[config.mk]
export PLATFORM = sky130hd
export DESIGN_NAME = sd_data_tx_1bit
export DESIGN_NICKNAME = d
export VERILOG_FILES = /design/src/rtl/sd_data_tx_1bit.sv
export SDC_FILE = /design/constraint.sdc
export NUM_CORES = 1
export LEC_CHECK = 0
export BUFFER_PORTS_ARGS = -buffer_cell sky130_fd_sc_hd__buf_4
export CAP_MARGIN = 20
export CORE_ASPECT_RATIO = 1.1
export CORE_MARGIN = 5
export CORE_UTILIZATION = 30
export CTS_CLUSTER_DIAMETER = 60
export DETAILED_ROUTE_END_ITERATION = 7
export PLACE_DENSITY = 0.52
export SLEW_MARGIN = 10
export SYNTH_ARGS = -nofsm -noshare
export SYNTH_HDL_FRONTEND = slang
export SYNTH_SLANG_ARGS = --single-unit
[constraint.sdc]
create_clock -name sd_clk -period 2.5 [get_ports sd_clk]
set_clock_uncertainty 0.1 [all_clocks]
set_input_delay 0.25 -clock sd_clk [delete_from_list [all_inputs] [get_ports sd_clk]]
set_output_delay 0.25 -clock sd_clk [all_outputs]
set_load 0.1 [all_outputs]
[src/rtl/sd_data_tx_1bit.sv]
`default_nettype none
// ============================================================================
// Module      : sd_data_tx_1bit
// Description : Single-DAT-line SD block write serializer. Frames one block as
//               start bit, data MSB-first, CRC16 and end bit on DAT0, then
//               receives the card's CRC status token and waits out card busy.
// Revision    : 1.0 - initial release
// ============================================================================
module sd_data_tx_1bit #(
    parameter int BLKSIZE = 512,
    parameter int TIMEOUT = 65535
) (
    input  logic       sd_clk,
    input  logic       rst,
    input  logic       start,
    input  logic [7:0] din,
    input  logic       din_valid,
    output logic       din_ready,
    output logic       dat_o,
    output logic       dat_oe,
    input  logic       dat_i,
    output logic       busy,
    output logic       done,
    output logic       crc_ok,
    output logic       crc_err,
    output logic [2:0] status,
    output logic       timeout,
    output logic       underrun
);

    localparam int c_NBITS = 8 * BLKSIZE;
    localparam int c_BCW   = $clog2(c_NBITS);
    localparam int c_TCW   = $clog2(TIMEOUT + 1);

    localparam logic [c_BCW-1:0] c_LASTBIT = c_BCW'(c_NBITS - 1);
    localparam logic [c_TCW-1:0] c_TOLAST  = c_TCW'(TIMEOUT - 1);

    localparam logic [3:0] c_IDLE  = 4'd0;
    localparam logic [3:0] c_PRE   = 4'd1;
    localparam logic [3:0] c_START = 4'd2;
    localparam logic [3:0] c_DATA  = 4'd3;
    localparam logic [3:0] c_CRC   = 4'd4;
    localparam logic [3:0] c_END   = 4'd5;
    localparam logic [3:0] c_WAIT  = 4'd6;
    localparam logic [3:0] c_STAT  = 4'd7;
    localparam logic [3:0] c_STEND = 4'd8;
    localparam logic [3:0] c_BUSY  = 4'd9;

    logic [3:0]       r_state;
    logic [7:0]       r_buf;
    logic             r_full;
    logic [7:0]       r_shift;
    logic [15:0]      r_crc;
    logic [c_BCW-1:0] r_bitcnt;
    logic [3:0]       r_cnt;
    logic [c_TCW-1:0] r_tocnt;
    logic             r_dat_o;
    logic             r_dat_oe;
    logic             r_done;
    logic             r_crc_ok;
    logic             r_crc_err;
    logic [2:0]       r_status;
    logic             r_timeout;
    logic             r_underrun;

    logic             w_din_ready;
    logic             w_wr;

    // x^16 + x^12 + x^5 + 1, MSB-first
    function automatic logic [15:0] crc16_step(input logic [15:0] c, input logic b);
        logic        inv;
        logic [15:0] n;
        inv   = b ^ c[15];
        n     = {c[14:0], inv};
        n[5]  = n[5] ^ inv;
        n[12] = n[12] ^ inv;
        return n;
    endfunction

    assign w_din_ready = (r_state != c_IDLE) && !r_full;
    assign w_wr        = din_valid && w_din_ready;

    always_ff @(posedge sd_clk) begin
        if (rst) begin
            r_state    <= c_IDLE;
            r_buf      <= 8'd0;
            r_full     <= 1'b0;
            r_shift    <= 8'd0;
            r_crc      <= 16'd0;
            r_bitcnt   <= '0;
            r_cnt      <= 4'd0;
            r_tocnt    <= '0;
            r_dat_o    <= 1'b1;
            r_dat_oe   <= 1'b0;
            r_done     <= 1'b0;
            r_crc_ok   <= 1'b0;
            r_crc_err  <= 1'b0;
            r_status   <= 3'd0;
            r_timeout  <= 1'b0;
            r_underrun <= 1'b0;
        end else begin
            r_done <= 1'b0;
            // A write in the same cycle as a load refills the buffer after the load reads it
            if (w_wr) begin
                r_buf  <= din;
                r_full <= 1'b1;
            end
            case (r_state)
                c_IDLE: begin
                    r_dat_oe <= 1'b0;
                    r_dat_o  <= 1'b1;
                    if (start) begin
                        r_state    <= c_PRE;
                        r_crc_ok   <= 1'b0;
                        r_crc_err  <= 1'b0;
                        r_status   <= 3'd0;
                        r_timeout  <= 1'b0;
                        r_underrun <= 1'b0;
                    end
                end
                c_PRE: begin
                    if (r_full) begin
                        r_state  <= c_START;
                        r_dat_oe <= 1'b1;
                        r_dat_o  <= 1'b0;
                        r_crc    <= 16'd0;
                        r_shift  <= r_buf;
                        r_full   <= w_wr;
                    end
                end
                c_START: begin
                    r_state  <= c_DATA;
                    r_dat_o  <= r_shift[7];
                    r_crc    <= crc16_step(r_crc, r_shift[7]);
                    r_shift  <= {r_shift[6:0], 1'b0};
                    r_bitcnt <= '0;
                end
                c_DATA: begin
                    if (r_bitcnt == c_LASTBIT) begin
                        r_state <= c_CRC;
                        r_dat_o <= r_crc[15];
                        r_crc   <= {r_crc[14:0], 1'b0};
                        r_cnt   <= 4'd0;
                    end else if (r_bitcnt[2:0] == 3'd7) begin
                        if (r_full) begin
                            r_dat_o  <= r_buf[7];
                            r_crc    <= crc16_step(r_crc, r_buf[7]);
                            r_shift  <= {r_buf[6:0], 1'b0};
                            r_full   <= w_wr;
                            r_bitcnt <= r_bitcnt + c_BCW'(1);
                        end else begin
                            r_underrun <= 1'b1;
                            r_dat_oe   <= 1'b0;
                            r_dat_o    <= 1'b1;
                            r_done     <= 1'b1;
                            r_full     <= 1'b0;
                            r_state    <= c_IDLE;
                        end
                    end else begin
                        r_dat_o  <= r_shift[7];
                        r_crc    <= crc16_step(r_crc, r_shift[7]);
                        r_shift  <= {r_shift[6:0], 1'b0};
                        r_bitcnt <= r_bitcnt + c_BCW'(1);
                    end
                end
                c_CRC: begin
                    if (r_cnt == 4'd15) begin
                        r_state <= c_END;
                        r_dat_o <= 1'b1;
                    end else begin
                        r_dat_o <= r_crc[15];
                        r_crc   <= {r_crc[14:0], 1'b0};
                        r_cnt   <= r_cnt + 4'd1;
                    end
                end
                c_END: begin
                    r_state  <= c_WAIT;
                    r_dat_oe <= 1'b0;
                    r_dat_o  <= 1'b1;
                    r_tocnt  <= '0;
                end
                c_WAIT: begin
                    if (!dat_i) begin
                        r_state <= c_STAT;
                        r_cnt   <= 4'd0;
                    end else if (r_tocnt == c_TOLAST) begin
                        r_timeout <= 1'b1;
                        r_done    <= 1'b1;
                        r_full    <= 1'b0;
                        r_state   <= c_IDLE;
                    end else begin
                        r_tocnt <= r_tocnt + c_TCW'(1);
                    end
                end
                c_STAT: begin
                    r_status <= {r_status[1:0], dat_i};
                    if (r_cnt == 4'd2) begin
                        r_state <= c_STEND;
                    end else begin
                        r_cnt <= r_cnt + 4'd1;
                    end
                end
                c_STEND: begin
                    r_state <= c_BUSY;
                    r_tocnt <= '0;
                end
                c_BUSY: begin
                    if (dat_i) begin
                        r_crc_ok  <= (r_status == 3'b010);
                        r_crc_err <= (r_status == 3'b101);
                        r_done    <= 1'b1;
                        r_full    <= 1'b0;
                        r_state   <= c_IDLE;
                    end else if (r_tocnt == c_TOLAST) begin
                        r_timeout <= 1'b1;
                        r_done    <= 1'b1;
                        r_full    <= 1'b0;
                        r_state   <= c_IDLE;
                    end else begin
                        r_tocnt <= r_tocnt + c_TCW'(1);
                    end
                end
                default: begin
                    r_state  <= c_IDLE;
                    r_dat_oe <= 1'b0;
                    r_dat_o  <= 1'b1;
                    r_full   <= 1'b0;
                end
            endcase
        end
    end

    assign din_ready = w_din_ready;
    assign dat_o     = r_dat_o;
    assign dat_oe    = r_dat_oe;
    assign busy      = (r_state != c_IDLE);
    assign done      = r_done;
    assign crc_ok    = r_crc_ok;
    assign crc_err   = r_crc_err;
    assign status    = r_status;
    assign timeout   = r_timeout;
    assign underrun  = r_underrun;

endmodule
`default_nettype wire

==> impl_results.rst, run 1 <==
.. list-table::
   :header-rows: 1

   * - Metric
     - Value
   * - Fin crit period
     - around 2300 ps
   * - Count of boundary I/O pins
     - 25
   * - Transition time of the tightest slew-check pin
     - slightly above 700 ps
   * - Max Buffers Root-to-Sink
     - 2
   * - Main flop type after synthesis
     - dfxtp_1
   * - Average cell area after synthesis
     - 8.25 um2
   * - Number of port buffers
     - 24
   * - Category of the critical setup timing path
     - flop to flop
   * - Final worst path period share
     - roughly nine tenths
   * - Post-synthesis async set-or-reset flop share
     - 0%
   * - Clock H-tree levels
     - 3
   * - Num CTS Buffers
     - 9
   * - Number of enable flip-flop cells after synthesis
     - 0
   * - Maximum number of pins on one net before global-route repair
     - 33
   * - Met2 capacity usage during global routing
     - between 20% and 30%
   * - Minimum hold slack
     - about 61 ps
   * - Fill cell total of the finished layout
     - ~1.4k
   * - DP Cell Count
     - roughly 670
   * - Commonest cells after routing, fill and taps aside
     - dfxtp_1 (79), nor2_1 (70), nand2_1 (55)
   * - Footprint of the flip-flops and latches
     - between 1500 and 2000 um2
   * - GP Congestion
     - about 0.88
   * - Crit start category
     - flop
   * - Iteration-0 DRC count of the detailed router
     - about 190
   * - Clock edge transition at the registers on the reported setup and hold paths
     - approximately 60 ps
   * - Max-slew violation count
     - 0
   * - Number of diodes
     - 0
   * - Clock insertion delay at the later pin of the skew report
     - ~340 ps
   * - Post-route non-filler standard cell count
     - a little under 700
   * - Commonest non-fill, non-tap cell in the layout
     - dfxtp_1
   * - Via count of the first global-routing pass
     - ~3.6k
   * - Stage delay of the slowest cell on the critical path
     - between 300 and 400 ps
   * - Total number of vias
     - ~3.6k
   * - Status
     - finished clean
   * - Setup TNS
     - 0 ps
   * - DIE WIDTH
     - around 120 um
   * - CTS tree
     - done
   * - Multi-input logic area
     - roughly 2300 um2
   * - Clock Root Buffer
     - clkbuf_16
   * - Net count after synthesis
     - 510
   * - Setup Buffers After CTS
     - 0
   * - Final WL
     - 9.87 mm
   * - Reported leakage power
     - 1.69 nW
   * - Setup repair after global routing missed its margin
     - false
   * - Maximum clock frequency
     - between 0.4 and 0.5 GHz
   * - Die Height
     - around 130 um
   * - Final Hold Violating Endpoints
     - 0
   * - Detailed-routing iteration count for the pre-antenna-repair pass
     - 4
   * - DRC violations left
     - 0
   * - Worst Setup End Kind
     - flop
   * - Worst slew margin relative to its limit
     - 51.6%
   * - Aggregate global routing overflow
     - 0
   * - Max rail drop VDD
     - roughly 0.29 mV
   * - Most crowded layer after global routing
     - met2
   * - Data required time of the critical path
     - roughly 2600 ps
   * - Number of violations of the max-capacitance limit
     - 0
   * - Critical path buffers and inverters
     - 1
   * - Tot GR Track Use
     - about 13%
   * - Data arrival at the endpoint of the critical path
     - roughly 2400 ps
   * - Total setup violations reported at the end of the flow
     - 0
   * - Sequential element share of the synthesized area
     - around 39%
   * - Mapped Cells
     - between 400 and 500
   * - Power per cell area
     - 895 nW/um2
   * - Area of the die
     - 15900 um2
   * - Number of clock sinks seen by CTS
     - 79
   * - Wire length of the first global-routing pass
     - 17.2 mm
   * - Share of the core filled with cells in the final layout
     - around 36%
   * - Fraction of layout instances using a drive strength above 1
     - 15.3%
   * - Highest fanout seen on the critical path
     - 8
   * - Nets
     - 538
   * - Max stage delay cell, worst path
     - dfxtp_1
   * - HPWL after detailed placement
     - 7.13 mm
   * - Met1 Resource Use GR
     - between 10% and 20%
   * - Yosys warns
     - 0
   * - Core Rows
     - 44
   * - Distinct cells, synth
     - 67
   * - HP Class
     - input pin to flop
   * - FF+latch count, synth
     - 79
   * - Initial antenna violation count
     - 0
   * - Cell-by-cell listing of the critical path
     - ha_1, ha_2, nor2b_1, a41oi_1, o21ai_1, buf_4, nor4_1, xnor2_1, nor2_1
   * - Signed area change from the synthesized netlist to the final layout
     - 17.2%
   * - Starting Density
     - a little under a third
   * - Post-DRT Antenna Nets
     - 0
   * - Final Power
     - 4.25 mW
   * - Synthesized cell area
     - 4050 um2
   * - Per-cell via count in the routed design
     - 5.32
   * - Placeable core region
     - ~13000 um2
   * - Global-route met3 utilization
     - approximately 2.2%
   * - Kind of cell with the highest combined delay on the critical path
     - adder cells
   * - Drt wl/cell
     - 14.4 um
-- path summary, 6_finish.rpt --
| path | start | to | slack [ps] | cells after the start |
|---|---|---|---|---|
| max | r_bitcnt[0] | r_bitcnt[9] | 240 | 9 |
| min | din[6] | r_buf[6] | 60 | 3 |
| max reg2reg | r_bitcnt[0] | r_bitcnt[9] | 240 | 9 |
| min reg2reg | r_shift[0] | r_shift[0] | 360 | 2 |
-- metal layers --
layer  wire [um]  part of all wire, %
met2        4890                   50
met3         288                  2.9
met4         172                  1.7
met5           0                    0
met1        4510                   46
-- flip-flops by register name, summed over array words and instances (netlist names) --
name	flops
r_cnt	4
r_buf	8
r_tocnt	16
status	3
r_full	1
crc_ok	1
dat_oe	1
r_bitcnt	12
r_state	4
dat_o	1
timeout	1
r_shift	8
underrun	1
r_crc	16
done	1
crc_err	1
-- power by group --
part / leakage [nW] / internal (mW) / switching, mW
Clock: 0.145 / 0.820 / 0.503
Combinational: 0.903 / 0.482 / 0.945
Sequential: 0.638 / 1.37 / 0.130
Total: 1.69 / 2.67 / 1.58
-- synthesized netlist by cell type, drive strengths merged, types with 3 or more instances --
library cell	instances	area share (%)
a22oi	19	3.5
o21ai	28	3.6
a211oi	8	1.5
or3	4	0.62
and4	5	1.1
clkbuf	13	1.2
nand2	56	5.3
a31oi	3	0.46
nor2b	4	0.62
nand2b	5	0.77
xnor2	13	2.8
nor3b	3	0.68
a31o	3	0.65
dfxtp	79	39
nor2	72	6.9
xor2	9	1.9
o2111ai	3	0.65
and3	12	1.9
mux2i	4	0.99
or4	4	0.74
nand4	7	1.5
a21oi	31	4.0
nor3	10	1.2
and2	4	0.62
inv	8	0.80
nand3	20	2.5
ha	6	1.9
a221oi	8	1.7
o211ai	5	1.1
buf	15	2.7
a311oi	3	0.80
-- cell type report --
cell class / count / area share [%]
tap: 161 / 4.24
multi-input combinational: 375 / 48.3
sequential: 79 / 33.3
clock inverter: 3 / 0.896
clock buffer: 12 / 5.40
timing repair buffer: 45 / 7.11
inverter: 9 / 0.764
-- tightest hold or removal path: stages --
cell and delay, ps:
buf_4 110, nand2_1 40, a21oi_1 50
-- stage by stage --
stage	area, um2	setup slack, ps
2_1_floorplan	4060	248
3_3_place_gp	4440	197
3_5_place_dp	4440	141
4_1_cts	4740	129
5_1_grt	4750	16.7
6_report	4750	241
-- logic make-up after synthesis --
kind of cell / after synthesis / synth area share (%)
AOI/OAI and AO/OA: 130 / 22.8
xor gates and xnor gates: 22 / 4.76
adders and majority gates: 6 / 1.85
buffers and inverters: 37 / 4.85
DFF: 79 / 39.0
muxes: 4 / 0.988
and+or+nand+nor: 213 / 25.7
-- repair_timing --
action                                  4_1_cts  5_1_grt
endpoints found under the setup margin        0       10
hold buffers                                  0        0
gates resized for setup                       0        2
(Power assumes the default switching activity.)
==> inputs of run 2 (changes only) <==
--- a/config.mk
+++ b/config.mk
@@ -5,12 +5,13 @@
 export SDC_FILE = /design/constraint.sdc
 export NUM_CORES = 1
 export LEC_CHECK = 0
+export ABC_CLOCK_PERIOD_IN_PS = 2500
 export BUFFER_PORTS_ARGS = -buffer_cell sky130_fd_sc_hd__buf_4
 export CAP_MARGIN = 20
-export CORE_ASPECT_RATIO = 1.1
+export CORE_ASPECT_RATIO = 1.2
 export CORE_MARGIN = 5
 export CORE_UTILIZATION = 30
-export CTS_CLUSTER_DIAMETER = 60
+export CTS_CLUSTER_DIAMETER = 150
 export DETAILED_ROUTE_END_ITERATION = 7
 export PLACE_DENSITY = 0.52
 export SLEW_MARGIN = 10
==> run 2 against run 1 <==
  * Core utilization increased by 0.29 points
  * Wire length is 2.7% higher
  * Clock power is 7% higher
  * Register-to-register slack is essentially flat
  * Critical path depth stayed put
  * Die area about the same
  * Final area increased by 1.0%
  * Worst setup slack got worse by 12 ps
  * Critical endpoint is now r_bitcnt[10]
==> impl_results.rst, run 2 (synthesis gave the netlist of run 1 again) <==
.. list-table::
   :header-rows: 1

   * - Metric
     - Value
   * - Met2 capacity usage during global routing
     - 22.2% (was 22.1%)
   * - Reported leakage power
     - 1.70 nW (was 1.69 nW)
   * - Clock insertion delay at the later pin of the skew report
     - 340 ps (about the same)
   * - Fraction of layout instances using a drive strength above 1
     - 16.0% (was 15.3%)
   * - Tot GR Track Use
     - 13.6% (was 12.9%)
   * - Detailed-routing iteration count for the pre-antenna-repair pass
     - 4 (unchanged)
   * - CTS tree
     - done (unchanged)
   * - Setup Buffers After CTS
     - 0 (unchanged)
   * - Via count of the first global-routing pass
     - 3539 (was 3558)
   * - Total setup violations reported at the end of the flow
     - 0 (unchanged)
   * - Number of clock sinks seen by CTS
     - 79 (unchanged)
   * - Setup TNS
     - 0 ps (unchanged)
   * - Post-route worst setup slack
     - 228 ps (was 241 ps)
   * - Transition time of the tightest slew-check pin
     - 760 ps (was 722 ps)
   * - Die Height
     - 137 um (was 132 um)
   * - Max stage delay cell, worst path
     - dfxtp_1 (unchanged)
   * - Cell-by-cell listing of the critical path
     - ha_1, ha_1, nor2b_1, a41oi_1, o21ai_1, buf_4, nor4_2, xnor2_1, nor2_1 (was ha_1, ha_2, nor2b_1, a41oi_1, o21ai_1, buf_4, nor4_1, xnor2_1, nor2_1)
   * - Minimum hold slack
     - 51.3 ps (was 61.2 ps)
   * - Post-DRT Antenna Nets
     - 0 (unchanged)
   * - Aggregate global routing overflow
     - 0 (unchanged)
   * - Kind of cell with the highest combined delay on the critical path
     - adder cells (unchanged)
   * - GP Congestion
     - 0.845 (was 0.882)
   * - HP Class
     - input pin to flop (unchanged)
   * - Starting Density
     - 30.6% (was 30.7%)
   * - DIE WIDTH
     - 116 um (was 121 um)
   * - Maximum clock frequency
     - 0.440 GHz (was 0.443 GHz)
   * - Nets
     - 539 (was 538)
   * - Fin crit period
     - 2270 ps (was 2260 ps)
   * - Drt wl/cell
     - 14.6 um (was 14.4 um)
   * - Max-slew violation count
     - 0 (unchanged)
   * - Final WL
     - 10.1 mm (was 9.87 mm)
   * - Placeable core region
     - 13200 um2 (about the same)
   * - Largest registers in the final layout
     - r_crc: 16 flops, r_tocnt: 16 flops, r_bitcnt: 12 flops (unchanged)
   * - Iteration-0 DRC count of the detailed router
     - 273 (was 192)
   * - Setup repair after global routing missed its margin
     - false (unchanged)
   * - Number of diodes
     - 0 (unchanged)
   * - Core Rows
     - 46 (was 44)
   * - Max Buffers Root-to-Sink
     - 2 (unchanged)
   * - Commonest cells after routing, fill and taps aside
     - dfxtp_1 (79), nor2_1 (70), nand2_1 (55) (unchanged)
   * - Initial antenna violation count
     - 0 (unchanged)
   * - Stage delay of the slowest cell on the critical path
     - 340 ps (about the same)
   * - Crit start category
     - flop (unchanged)
   * - Status
     - finished clean (unchanged)
   * - Total number of vias
     - 3645 (was 3636)
   * - Met1 Resource Use GR
     - 16.6% (was 16.1%)
   * - Global-route met3 utilization
     - 3.95% (was 2.23%)
   * - Count of boundary I/O pins
     - 25 (unchanged)
   * - Category of the critical setup timing path
     - flop to flop (unchanged)
   * - Signed area change from the synthesized netlist to the final layout
     - 18.4% (was 17.2%)
   * - Maximum number of pins on one net before global-route repair
     - 38 (was 33)
   * - Wire length of the first global-routing pass
     - 17.4 mm (was 17.2 mm)
   * - Highest fanout seen on the critical path
     - 8 (unchanged)
   * - Number of port buffers
     - 24 (unchanged)
   * - DP Worst Slack
     - 225 ps (was 141 ps)
   * - Data required time of the critical path
     - 2590 ps (was 2600 ps)
   * - Clock H-tree levels
     - 3 (unchanged)
   * - Num CTS Buffers
     - 9 (unchanged)
   * - DRC violations left
     - 0 (unchanged)
   * - Critical path buffers and inverters
     - 1 (unchanged)
   * - Clock edge transition at the registers on the reported setup and hold paths
     - 60 ps (about the same)
   * - Cell repeated most along the worst path
     - ha_1
   * - Worst slew margin relative to its limit
     - 49.0% (was 51.6%)
   * - Number of violations of the max-capacitance limit
     - 0 (unchanged)
   * - Area of the die
     - 15900 um2 (about the same)
   * - Commonest non-fill, non-tap cell in the layout
     - dfxtp_1 (unchanged)
   * - Power per cell area
     - 909 nW/um2 (was 895 nW/um2)
   * - Worst Setup End Kind
     - flop (unchanged)
   * - Data arrival at the endpoint of the critical path
     - 2370 ps (was 2360 ps)
   * - Final Hold Violating Endpoints
     - 0 (unchanged)
   * - Max rail drop VDD
     - 0.485 mV (was 0.291 mV)
   * - Most crowded layer after global routing
     - met2 (unchanged)
   * - HPWL after detailed placement
     - 7.33 mm (was 7.13 mm)
   * - Per-cell via count in the routed design
     - 5.26 (was 5.32)
   * - Final worst path period share
     - 90.9% (was 90.4%)
   * - Clock Root Buffer
     - clkbuf_16 (unchanged)
==> run 2: metal layers <==
metal	wire [um]	share of wire, %	vias up
met5	0	0	-
met4	153	1.5	0
met3	504	5.0	11
met2	5010	49	67
met1	4460	44	1731
li1	-	-	1836
==> run 2: final timing paths <==
check                           slack [ps]           end   startpoint  cells after the start
worst min-delay path                    50      r_buf[7]       din[7]                      3
worst max register to register         230  r_bitcnt[10]  r_bitcnt[0]                      9
worst max-delay path                   230  r_bitcnt[10]  r_bitcnt[0]                      9
worst min register to register         370      underrun     underrun                      2
==> run 2: area by class of cell <==
class	count	area (um2)
tap	168	210
fill	1399	8440
sequential	79	1580
inverter	9	36.3
clock inverter	7	96.3
timing repair buffer	46	345
multi-input combinational	375	2300
clock buffer	9	225
==> run 2: repair_timing <==
action,CTS,global route
gates resized for setup,0,3
hold buffers,0,0
setup endpoints to repair,0,2
endpoints found under the hold margin,0,0
==> run 2: report_power, final <==
group | switching [mW] | internal [mW] | total (mW) | leakage, nW
sequential | 0.116 | 1.37 | 1.49 | 0.638
combinational | 0.977 | 0.494 | 1.47 | 0.912
clock | 0.530 | 0.875 | 1.41 | 0.148
total | 1.62 | 2.74 | 4.36 | 1.70
==> run 2: stage by stage <==
| stage | util, % | instances | power (mW) | cell area, um2 |
|---|---|---|---|---|
| 3_5_place_dp | 33.7 | 677 | 2.98 | 4460 |
| 4_1_cts | 36.1 | 693 | 4.41 | 4780 |
| 2_1_floorplan | - | 491 | 2.58 | 4060 |
| 6_report | 36.2 | 693 | 4.36 | 4800 |
| 3_3_place_gp | 33.7 | 677 | 2.98 | 4460 |
| 5_1_grt | 36.2 | 693 | 4.62 | 4800 |
==> run 2: worst reg2reg max path, delay by kind of cell, from the launching register on <==
kind | cells | cell delay, ps
buffers and inverters | 1 | 190
XOR/XNOR | 1 | 160
AO/OA/AOI/OAI | 2 | 360
AND/OR/NAND/NOR | 3 | 470
adder cells (fa/ha/maj) | 2 | 500
flip-flops | 1 | 340
